## src/rtl/ahb_arbiter.sv

```systemverilog
// Round-robin AHB-Lite arbiter: one-hot grants, address/data-phase owner tracking,
// and grant hold across fixed-length bursts and locked sequences.
module ahb_arbiter #(
  parameter int NO_OF_MANAGERS    = 4,
  parameter int BITS_FOR_MANAGERS = $clog2(NO_OF_MANAGERS),
  parameter int DEFAULT_MANAGER   = 0
) (
  input  logic                         HCLK,
  input  logic                         HRESETn,
  input  logic [NO_OF_MANAGERS-1:0]    HBUSREQ,
  input  logic [NO_OF_MANAGERS-1:0]    HLOCK,
  input  logic [1:0]                   HTRANS,
  input  logic [2:0]                   HBURST,
  input  logic                         HREADY,
  output logic [NO_OF_MANAGERS-1:0]    HGRANT,
  output logic [BITS_FOR_MANAGERS-1:0] HMASTER,
  output logic [BITS_FOR_MANAGERS-1:0] HMASTER_D,
  output logic                         HMASTLOCK
);

  localparam logic [1:0] TRANS_IDLE   = 2'd0;
  localparam logic [1:0] TRANS_BUSY   = 2'd1;
  localparam logic [1:0] TRANS_NONSEQ = 2'd2;
  localparam logic [1:0] TRANS_SEQ    = 2'd3;

  localparam logic [BITS_FOR_MANAGERS-1:0] DEF_IDX =
    BITS_FOR_MANAGERS'(DEFAULT_MANAGER);
  localparam logic [BITS_FOR_MANAGERS-1:0] PTR_RST =
    BITS_FOR_MANAGERS'((DEFAULT_MANAGER + 1) % NO_OF_MANAGERS);

  function automatic logic [3:0] sat_dec(input logic [3:0] v);
    return (v == 4'd0) ? 4'd0 : v - 4'd1;
  endfunction

  // Remaining beats after the NONSEQ beat of a fixed-length burst.
  function automatic logic [3:0] burst_beats(input logic [2:0] burst);
    case (burst)
      3'd2, 3'd3: return 4'd3;
      3'd4, 3'd5: return 4'd7;
      3'd6, 3'd7: return 4'd15;
      default:    return 4'd0;
    endcase
  endfunction

  function automatic logic [NO_OF_MANAGERS-1:0] onehot(
    input logic [BITS_FOR_MANAGERS-1:0] idx);
    logic [NO_OF_MANAGERS-1:0] v;
    v      = '0;
    v[idx] = 1'b1;
    return v;
  endfunction

  function automatic logic [BITS_FOR_MANAGERS-1:0] wrap_inc(
    input logic [BITS_FOR_MANAGERS-1:0] idx);
    return BITS_FOR_MANAGERS'((int'(idx) + 1) % NO_OF_MANAGERS);
  endfunction

  logic [3:0]                   beat_cnt;
  logic [3:0]                   beat_nxt;
  logic [BITS_FOR_MANAGERS-1:0] gnt_idx;
  logic [BITS_FOR_MANAGERS-1:0] rr_ptr;
  logic [BITS_FOR_MANAGERS-1:0] win_idx;
  logic                         win_found;
  logic                         hold;

  // Stage p0: combinational beat tracking, hold decision and round-robin scan.
  always_comb begin
    beat_nxt = beat_cnt;
    if (HREADY) begin
      case (HTRANS)
        TRANS_NONSEQ: beat_nxt = burst_beats(HBURST);
        TRANS_SEQ:    beat_nxt = sat_dec(beat_cnt);
        TRANS_BUSY:   beat_nxt = beat_cnt;
        TRANS_IDLE:   beat_nxt = 4'd0;
        default:      beat_nxt = beat_cnt;
      endcase
    end
  end

  assign hold = (beat_nxt != 4'd0) || HLOCK[HMASTER];

  always_comb begin
    logic [BITS_FOR_MANAGERS-1:0] cand;
    win_found = 1'b0;
    win_idx   = DEF_IDX;
    cand      = rr_ptr;
    for (int i = 0; i < NO_OF_MANAGERS; i++) begin
      if (!win_found && HBUSREQ[cand]) begin
        win_found = 1'b1;
        win_idx   = cand;
      end
      cand = wrap_inc(cand);
    end
  end

  // Stage p1: registered grant, ownership and lock, all frozen while HREADY is low.
  always_ff @(posedge HCLK or negedge HRESETn) begin
    if (!HRESETn) begin
      beat_cnt  <= 4'd0;
      gnt_idx   <= DEF_IDX;
      HGRANT    <= onehot(DEF_IDX);
      HMASTER   <= DEF_IDX;
      HMASTER_D <= DEF_IDX;
      HMASTLOCK <= 1'b0;
      rr_ptr    <= PTR_RST;
    end else if (HREADY) begin
      beat_cnt  <= beat_nxt;
      HMASTER   <= gnt_idx;
      HMASTER_D <= HMASTER;
      HMASTLOCK <= HLOCK[gnt_idx];
      if (!hold) begin
        if (win_found) begin
          gnt_idx <= win_idx;
          HGRANT  <= onehot(win_idx);
          rr_ptr  <= wrap_inc(win_idx);
        end else begin
          gnt_idx <= DEF_IDX;
          HGRANT  <= onehot(DEF_IDX);
        end
      end
    end
  end

endmodule

```

## config.mk

```make
export PLATFORM = sky130hd
export DESIGN_NAME = ahb_arbiter
export DESIGN_NICKNAME = d
export VERILOG_FILES = /design/src/rtl/ahb_arbiter.sv
export SDC_FILE = /design/constraint.sdc
export NUM_CORES = 1
export LEC_CHECK = 0
export ABC_AREA = 1
export CAP_MARGIN = 20
export CELL_PAD_IN_SITES_DETAIL_PLACEMENT = 1
export CELL_PAD_IN_SITES_GLOBAL_PLACEMENT = 1
export CORE_ASPECT_RATIO = 1.1
export CORE_MARGIN = 2
export CORE_UTILIZATION = 33
export DETAILED_ROUTE_END_ITERATION = 16
export PLACE_DENSITY_LB_ADDON = 0.1
export SETUP_SLACK_MARGIN = 0.2
export SYNTH_ARGS = -nofsm -noshare
export SYNTH_HDL_FRONTEND = slang
export SYNTH_SLANG_ARGS = --single-unit
```

## constraint.sdc

```tcl
create_clock -name HCLK -period 1.9 [get_ports HCLK]
set_input_delay 0.38 -clock HCLK [delete_from_list [all_inputs] [get_ports HCLK]]
set_output_delay 0.38 -clock HCLK [all_outputs]
set_load 0.03 [all_outputs]
```

* Yosys cells after proc, flatten, opt, wreduce, memory -nomap -nowiden
Index checks and enable logic that the tools add are counted.
** Storage, ports and cells
- Flip-flop bits (word level) :: 17
- Logic and storage cells :: 74
** Cells by class
- Add/sub/neg operators :: 5
- Magnitude comparators :: 8
- Equal/unequal tests :: 9
- Mux-type cells :: 28
- Bitwise gates (word level) :: 1
- Reduce and logical (&&, ||, !) cells :: 16
** Operators with widths (count)
- $lt A2 B3 Y1 const B :: 7
- $pmux W4 S4 :: 1
- $bmux W1 S2 :: 6
- $eq A3 B3 Y1 const B :: 4
- $mux W4 :: 3
- $pmux W4 S3 :: 1
- $mux W1 :: 11
- $mux W2 :: 5
- $add A2 B1 Y2 const B :: 4
- $eq A3 B2 Y1 const B :: 2
- $reduce_or A2 Y1 :: 3
- $eq A2 B2 Y1 const B :: 2
- $logic_and A1 B1 Y1 :: 4
- $logic_not A4 Y1 :: 1
- $reduce_bool A4 Y1 :: 1
- $sub A4 B1 Y4 const B :: 1
- $logic_not A1 Y1 :: 3
- $reduce_and A3 Y1 :: 1
- $demux W1 S2 :: 1
- $eq A2 B1 Y1 const B :: 1
- $ge A2 B1 Y1 const B :: 1
- $logic_not A2 Y1 :: 1
- $reduce_and A2 Y1 :: 1
- $logic_or A1 B1 Y1 :: 1
- $not A1 Y1 :: 1

* Depth between registers and ports, before layout
Gate-level depths: netlist (run 1).
- Depth in word-level cells :: 17
- Mapped depth :: 14
- Mapped depth without buffers :: 14

* Worst setup path after synthesis (run 1)
No wires, ideal clock.
- Path type :: flip-flop to flip-flop
- Start :: reg rr_ptr[0]
- End :: reg rr_ptr[1]
- Library setup time :: 0.117 ns
- Data arrival time :: 1.726 ns
- Data required time :: 1.783 ns
- Setup slack :: 0.058 ns
- Stages on the path, launching flop included :: 12
- Path buffers :: 1
- Period minus slack after synthesis :: 1.842 ns
- Path through :: dfstp_2 > buf_6 > nand2_2 > nand3_2 > nand2_4 > nor2_8 > nand4_1 > nand2_1 > inv_1 > ha_1 > nand3_1 > nand2_1
** On the way
- Cells in the longest elaborated chain, start to end :: 13
** Ends and longest elaborated chain
- start: declaration :: RTL line 61 : logic [BITS_FOR_MANAGERS-1:0] rr_ptr;
- start signal: assignment :: RTL line 115 : rr_ptr <= wrap_inc(win_idx);
- parallel branches: the longest is 13 deep, another holds $add A2 B1 Y2
Parallel ways; which one is timed is not known. The select of a mux whose other input is x is not followed.
A chain may end at the register's enable or synchronous reset.

* Final worst setup path (run 1)
- Start :: reg rr_ptr[0]
- End :: reg gnt_idx[1]
** On the way
- Cells in the longest elaborated chain, start to end :: 13
** Ends and longest elaborated chain
- parallel branches: the longest is 12 deep, another holds $add A2 B1 Y2
- $mux W2 * :: RTL line 112 : if (win_found) begin
- end signal: assignment :: RTL line 113 : gnt_idx <= win_idx;
- end: declaration :: RTL line 60 : logic [BITS_FOR_MANAGERS-1:0] gnt_idx;
Mark *: on every way between the ends. The select of a mux whose other input is x is not followed.

==> impl_metrics.env, run 1 <==
export IMPL_run_status="complete, but fails checks"
export IMPL_violated_checks="negative setup slack"
export IMPL_setup_violating_endpoint_count_in_the_final_report=6
export IMPL_crit_path_start_kind="flip-flop"
export IMPL_cts_made_buffers=3
export IMPL_finalWeightedCongestion=0.755
export IMPL_final_setup_skew_ns=0.00301
export IMPL_cts_root_buf="sky130_fd_sc_hd__clkbuf_8"
export IMPL_muxShareOfSynthArea_pct=0
export IMPL_synth_top_family_by_area="simple AND/OR/NAND/NOR gates"
export IMPL_synthCells=200
export IMPL_final_min_clock_period_ns=1.96
export IMPL_post_route_standard_cell_area_excluding_fillers_mm2=0.00207
export IMPL_antenna_cells=0
export IMPL_worst_ir_drop_vdd_v=0.00122
export IMPL_final_critical_path_setup_slack_ns=-0.0635
export IMPL_detail_route_vias_per_cell=4.78
export IMPL_crit_type="reg -> reg"
export IMPL_cts_buffer_depth=2
export IMPL_pin_count_of_the_biggest_net_entering_global_routing=18
export IMPL_holdBufCountCts=0
export IMPL_grt_first_pass_wirelength_um=6790
export IMPL_syn_mean_instance_area_um2=6.95
export IMPL_drt_iter0_markers=25
export IMPL_ys_seq_area_share_pct=30.8
export IMPL_worst_pin_slew_ns=0.324
export IMPL_leakagePower_nw=1.08
export IMPL_post_route_period_util_pct=103
export IMPL_synthesis_nets=222
export IMPL_clk_latency_ns=0.25
export IMPL_cp_max_fo=6
export IMPL_finalHoldViolations=0
export IMPL_hold_path_class="in -> async"
export IMPL_synth_cell_area_mm2=0.00139
export IMPL_max_slew_violation_total_from_the_final_report=0
export IMPL_core_area_mm2=0.00399
export IMPL_route_vias_total=1440
export IMPL_fp_row_count=24
export IMPL_power_total_w=0.00336
export IMPL_design_final_nets=272
export IMPL_worst_setup_hold_path_clk_slew_ns=0.06
export IMPL_die_w_um=65.9
export IMPL_initial_core_util_pct=34.8
export IMPL_drive_above_1_share_pct=33.7
export IMPL_synthAdderAreaFrac_pct=5.40
export IMPL_placement_setup_worst_slack_ns=-0.310
export IMPL_crit_required_ns=2.04
export IMPL_reg2reg_depth=11
export IMPL_area_growth_syn_to_layout_pct=48.9
export IMPL_grt_remaining_overflow=0
export IMPL_number_of_violations_of_the_max_capacitance_limit=0
export IMPL_cts_tree="built"
export IMPL_synthSimpleGateAreaFrac_pct=47.9
export IMPL_grt_pass1_vias=1557
export IMPL_hpwl_um=3010
export IMPL_antenna_found_initial=0
export IMPL_cts_htree_levels=1
export IMPL_slew_headroom_pct=78.4
export IMPL_track_usage_pct=17.8
export IMPL_wl_per_cell_um=13.2
export IMPL_clock_sinks=17
export IMPL_yosysUniqueCellTypes=27
export IMPL_ys_seq_elements=17
export IMPL_dr_pass1_iters=4
export IMPL_multi_input_area_um2=983
export IMPL_synth_compound_area_share_pct=7.47
export IMPL_crit_arrival_ns=2.10
export IMPL_crit_reg2reg_launch="rr_ptr[0]$_DFFE_PN1P_"
export IMPL_register_area_um2=429
export IMPL_max_clock_freq_mhz=509
export IMPL_drc_errors_left=0
export IMPL_worstSetupEndpointType="flip-flop"
export IMPL_post_synth_xor_area_fraction_pct=0
export IMPL_power_per_cell_area_mw_per_mm2=1620
export IMPL_portBuffers=23
export IMPL_yosys_warnings=0
export IMPL_routed_wl_um=3970
export IMPL_io_pins=25
export IMPL_layout_filler_cells=526
export IMPL_post_dp_cell_area_mm2=0.00181
export IMPL_setup_worst_path_start="rr_ptr[0]$_DFFE_PN1P_"
export IMPL_detail_route_antenna_nets=0
export IMPL_floorplan_die_height_um=72.1
export IMPL_grt_setup_unrepaired="yes"
export IMPL_die_area_mm2=0.00475
==> logic make-up after synthesis <==
kind of cell / Yosys count
adders and majority gates: 6
AOI/OAI and AO/OA: 17
and+or+nand+nor: 131
DFF: 17
buffers and inverters: 29
==> worst max-delay path: stages, from the launching register on <==
cell and delay, ns:
sky130_fd_sc_hd__dfstp_2 0.59, sky130_fd_sc_hd__buf_12 0.13, sky130_fd_sc_hd__nand2_2 0.07, sky130_fd_sc_hd__nand3_1 0.13
sky130_fd_sc_hd__o21ai_4 0.09, sky130_fd_sc_hd__inv_2 0.10, sky130_fd_sc_hd__nand4_1 0.19, sky130_fd_sc_hd__buf_4 0.20
sky130_fd_sc_hd__buf_4 0.12, sky130_fd_sc_hd__buf_4 0.12, sky130_fd_sc_hd__nand3_2 0.06, sky130_fd_sc_hd__nand2_1 0.04
==> final cells by class <==
type / instances / share of cell area, %
inverter: 27 / 5.14
multi-input combinational: 154 / 47.5
sequential: 17 / 20.7
clock buffer: 4 / 2.18
timing repair buffer: 47 / 21.3
tap: 52 / 3.14
==> cell usage after synthesis <==
master,n,share of area (%)
sky130_fd_sc_hd__o21ai_1,2,0.72
sky130_fd_sc_hd__nand2_4,6,4.9
sky130_fd_sc_hd__nand4_1,1,0.45
sky130_fd_sc_hd__buf_6,1,0.81
sky130_fd_sc_hd__o21ai_0,5,1.8
sky130_fd_sc_hd__nor2_8,1,1.4
sky130_fd_sc_hd__o211ai_1,1,0.54
sky130_fd_sc_hd__ha_1,6,5.4
sky130_fd_sc_hd__dfstp_2,2,3.8
sky130_fd_sc_hd__nand3b_1,1,0.54
sky130_fd_sc_hd__nand3_1,17,6.1
sky130_fd_sc_hd__nor2_4,1,0.81
sky130_fd_sc_hd__nor2_2,2,0.90
sky130_fd_sc_hd__inv_1,23,6.2
sky130_fd_sc_hd__a21oi_2,1,0.63
sky130_fd_sc_hd__o21ai_2,3,1.9
sky130_fd_sc_hd__a21oi_1,4,1.4
sky130_fd_sc_hd__a31oi_1,1,0.45
sky130_fd_sc_hd__nor2_1,15,4.1
sky130_fd_sc_hd__nand2_2,7,3.2
sky130_fd_sc_hd__inv_2,4,1.1
sky130_fd_sc_hd__nand2_1,74,20
sky130_fd_sc_hd__nand3_4,1,1.3
sky130_fd_sc_hd__buf_2,1,0.36
sky130_fd_sc_hd__nand3_2,4,2.9
sky130_fd_sc_hd__dfrtp_1,15,27
sky130_fd_sc_hd__nand3b_4,1,1.4
==> registers in the layout (all words and copies together), names as in the netlist <==
| name | count |
|---|---|
| HGRANT | 4 |
| beat_cnt | 4 |
| HMASTER | 2 |
| HMASTER_D | 2 |
| gnt_idx | 2 |
| rr_ptr | 2 |
| HMASTLOCK | 1 |
==> power breakdown <==
group / total [W] / internal (W) / switching (W)
registers: 0.000631 / 0.000505 / 0.000127
logic: 0.00246 / 0.00111 / 0.00135
clock network: 0.000263 / 0.000148 / 0.000114
total: 0.00336 / 0.00176 / 0.00159
==> routing by layer <==
metal	track usage [%]	share of wire [%]	up-vias
li1	-	-	722
met1	20.5	40	706
met2	34.8	58	10
met3	0.930	1.5	2
met4	5.56	0.91	0
met5	0	0	-
==> worst paths after layout <==
kind	endpoint	slack (ns)
max in group asynchronous	HGRANT[0]$_DFFE_PN1P_	1.18
worst min-delay path	HMASTER_D[1]$_DFFE_PN0P_	0.46
worst max register to register	gnt_idx[1]$_DFFE_PN0P_	-0.06
worst max-delay path	gnt_idx[1]$_DFFE_PN0P_	-0.06
min in group HCLK	HGRANT[0]$_DFFE_PN1P_	0.47
worst min register to register	HGRANT[0]$_DFFE_PN1P_	0.47
==> timing repair <==
item / CTS / global route
pin swaps: 17 / 9
setup buffers: 6 / 3
resized for setup: 17 / 20
setup endpoints to repair: 10 / 9
==> cell usage in the layout, fill, tap and decap left out, types with 3 or more instances in the layout <==
cell type	count
sky130_fd_sc_hd__nand3_1	13
sky130_fd_sc_hd__clkdlybuf4s50_1	19
sky130_fd_sc_hd__dfrtp_1	14
sky130_fd_sc_hd__nand2_4	11
sky130_fd_sc_hd__nand3_2	5
sky130_fd_sc_hd__inv_1	21
sky130_fd_sc_hd__clkbuf_8	3
sky130_fd_sc_hd__ha_1	3
sky130_fd_sc_hd__nor2_1	13
sky130_fd_sc_hd__nor2_2	4
sky130_fd_sc_hd__nand2_1	63
sky130_fd_sc_hd__buf_4	20
sky130_fd_sc_hd__nand2_2	13
sky130_fd_sc_hd__inv_2	4
sky130_fd_sc_hd__nand3_4	4
sky130_fd_sc_hd__o21ai_0	5
sky130_fd_sc_hd__a21oi_1	3
==> through the flow <==
stage / util (%) / setup TNS [ns] / std cells / hold WS, ns
after CTS: 49.1 / -0.0467 / 298 / 0.466
final: 51.8 / -0.173 / 301 / 0.460
after global routing: 51.8 / -0.938 / 301 / 0.500
after detailed placement: 45.4 / -1.54 / 288 / 0.459
after floorplan: - / 0 / 200 / 0.0844
after global placement: 45.4 / -1.11 / 288 / 0.459
No activity file was read; power rests on OpenSTA's default activity.
==> run 2, diff against run 1 <==
==> constraint.sdc (replaced) <==
create_clock -name HCLK -period 1.9 [get_ports HCLK]
set_input_delay 0.19 -clock HCLK [delete_from_list [all_inputs] [get_ports HCLK]]
set_output_delay 0.19 -clock HCLK [all_outputs]
set_load 0.03 [all_outputs]
==> impl_metrics.env, run 2 (same netlist as run 1, synthesis figures left out) <==
export IMPL_post_route_standard_cell_area_excluding_fillers_mm2=0.00212
export IMPL_die_w_um=65.9
export IMPL_routed_wl_um=4240
export IMPL_clock_sinks=17
export IMPL_design_final_nets=272
export IMPL_fp_row_count=24
export IMPL_portBuffers=23
export IMPL_grt_setup_unrepaired="yes"
export IMPL_grt_first_pass_wirelength_um=6890
export IMPL_crit_arrival_ns=2.08
export IMPL_leakagePower_nw=1.07
export IMPL_core_area_mm2=0.00399
export IMPL_slew_headroom_pct=78.4
export IMPL_worst_setup_hold_path_clk_slew_ns=0.07
export IMPL_cp_max_fo=8
export IMPL_placement_setup_worst_slack_ns=-0.143
export IMPL_drc_errors_left=0
export IMPL_grt_remaining_overflow=0
export IMPL_antenna_cells=0
export IMPL_detail_route_vias_per_cell=4.75
export IMPL_track_usage_pct=18.7
export IMPL_cts_tree="built"
export IMPL_timing_critical_path_slowest_cell_delay_ns=0.56
export IMPL_floorplan_die_height_um=72.1
export IMPL_worst_ir_drop_vdd_v=0.000902
export IMPL_power_per_cell_area_mw_per_mm2=1610
export IMPL_pin_count_of_the_biggest_net_entering_global_routing=18
export IMPL_drive_above_1_share_pct=36.1
export IMPL_run_status="complete, but fails checks"
export IMPL_cts_made_buffers=3
export IMPL_post_route_period_util_pct=102
export IMPL_finish_cell_count_without_fillers=301
export IMPL_crit_type="reg -> reg"
export IMPL_worstPathCellList="buf_12, inv_12, nand2_8, nand2_8, nand2_4, nand2_4, nor2_8, nand4_1, buf_4, buf_4, buf_4, nand3_1, nand2_1"
export IMPL_initial_core_util_pct=34.8
export IMPL_grt_pass1_vias=1541
export IMPL_clk_latency_ns=0.26
export IMPL_die_area_mm2=0.00475
export IMPL_cts_htree_levels=1
export IMPL_route_vias_total=1431
export IMPL_final_min_clock_period_ns=1.93
export IMPL_register_area_um2=429
export IMPL_layout_cells_most_common="sky130_fd_sc_hd__nand2_1"
export IMPL_final_critical_path_setup_slack_ns=-0.0298
export IMPL_detail_route_antenna_nets=0
export IMPL_reg_largest_list="HGRANT (4), beat_cnt (4)"
export IMPL_cpMaxStageDelayCell="sky130_fd_sc_hd__dfstp_2"
export IMPL_max_clock_freq_mhz=518
export IMPL_post_dp_cell_area_mm2=0.00178
export IMPL_holdBufCountCts=0
export IMPL_io_pins=25
export IMPL_critical_path_top_cell_by_count="sky130_fd_sc_hd__buf_4"
export IMPL_cts_root_buf="sky130_fd_sc_hd__clkbuf_8"
export IMPL_wl_per_cell_um=14.1
export IMPL_hold_path_class="in -> async"
export IMPL_number_of_violations_of_the_max_capacitance_limit=0
export IMPL_drt_iter0_markers=22
export IMPL_crit_path_start_kind="flip-flop"
export IMPL_layout_cells_most_common_list="55 x sky130_fd_sc_hd__nand2_1, 23 x sky130_fd_sc_hd__clkdlybuf4s50_1, 21 x sky130_fd_sc_hd__inv_1"
export IMPL_finalCoreUtilization_pct=53.1
export IMPL_place_inst=285
export IMPL_violated_checks="negative setup slack"
export IMPL_finalHoldViolations=0
export IMPL_hpwl_um=3030
export IMPL_worstSetupEndpointType="flip-flop"
export IMPL_layout_filler_cells=507
export IMPL_worst_pin_slew_ns=0.323
export IMPL_cts_buffer_depth=2
export IMPL_final_setup_skew_ns=0.00199
export IMPL_setup_violating_endpoint_count_in_the_final_report=3
export IMPL_dr_pass1_iters=4
export IMPL_crit_required_ns=2.05
export IMPL_antenna_found_initial=0
export IMPL_multi_input_area_mm2=0.00102
export IMPL_max_slew_violation_total_from_the_final_report=0
export IMPL_setup_tns_final_ns=-0.0772
export IMPL_finalWeightedCongestion=0.762
export IMPL_reg2reg_depth=13
export IMPL_area_growth_syn_to_layout_pct=52.5
## run 2: cell count changes in the layout (fill, tap and decap cells not counted), moves of 2 or more
cell,change
sky130_fd_sc_hd__nand2_1,-8
sky130_fd_sc_hd__nand2_2,+6
sky130_fd_sc_hd__clkdlybuf4s50_1,+4
sky130_fd_sc_hd__buf_6,+2
sky130_fd_sc_hd__dlygate4sd2_1,-2
sky130_fd_sc_hd__dlymetal6s2s_1,-2
sky130_fd_sc_hd__ha_1,+2
sky130_fd_sc_hd__nand2_8,+2
sky130_fd_sc_hd__nor2_4,+2
## run 2: timing repair
item,in CTS,in global routing
setup buffers,11,1
resized for setup,17,32
setup endpoints to repair,8,8
pin swaps,18,9
## run 2: worst paths after layout
check                                 startpoint                      end  slack, ns
setup / recovery           rr_ptr[0]$_DFFE_PN1P_   gnt_idx[1]$_DFFE_PN0P_      -0.03
hold / removal                           HRESETn  beat_cnt[0]$_DFFE_PN0P_       0.27
setup reg to reg           rr_ptr[0]$_DFFE_PN1P_   gnt_idx[1]$_DFFE_PN0P_      -0.03
hold reg to reg            HGRANT[0]$_DFFE_PN1P_    HGRANT[0]$_DFFE_PN1P_       0.47
max in group asynchronous                HRESETn    HGRANT[0]$_DFFE_PN1P_       1.37
min in group HCLK          HGRANT[0]$_DFFE_PN1P_    HGRANT[0]$_DFFE_PN1P_       0.47
## run 2: routing by layer
metal / vias to the layer above / track usage, % / wire (um)
met1: 686 / 20.4 / 1640
li1: 727 / - / -
met4: 0 / 7.64 / 89
met5: - / 0 / 0
met3: 5 / 0.775 / 69
met2: 13 / 36.9 / 2440
## run 2: cell type report
class / count / share of cell area (%)
multi-input combinational: 154 / 48.3
timing repair buffer: 47 / 20.7
sequential: 17 / 20.2
inverter: 27 / 5.61
tap: 52 / 3.07
clock buffer: 4 / 2.13
## run 2: report_power, final
part | switching, W | total (W) | internal (W)
Clock | 0.000133 | 0.000283 | 0.000149
Combinational | 0.00139 | 0.00250 | 0.00111
Sequential | 0.000130 | 0.000634 | 0.000504
## run 2: worst max-delay path: cells and delay by family, from the launching register on
kind | cells | cell delay [ns]
buffers and inverters | 5 | 0.60
DFF | 1 | 0.56
and+or+nand+nor | 8 | 0.64
## run 2: per-stage QoR
step	total power, W	hold WS, ns
4_1_cts	0.00313	0.269
3_3_place_gp	0.00242	0.458
6_report	0.00341	0.268
5_1_grt	0.00366	0.297
3_5_place_dp	0.00251	0.457
2_1_floorplan	0.00188	-0.106
==> run 3, diff against run 2 <==
--- a/config.mk
+++ b/config.mk
@@ -6,7 +6,6 @@
 export NUM_CORES = 1
 export LEC_CHECK = 0
 export ABC_AREA = 1
-export CAP_MARGIN = 20
 export CELL_PAD_IN_SITES_DETAIL_PLACEMENT = 1
 export CELL_PAD_IN_SITES_GLOBAL_PLACEMENT = 1
 export CORE_ASPECT_RATIO = 1.1
==> results of run 3 <==
Same layout as run 2: the final DEF is identical, and so are final timing and power.
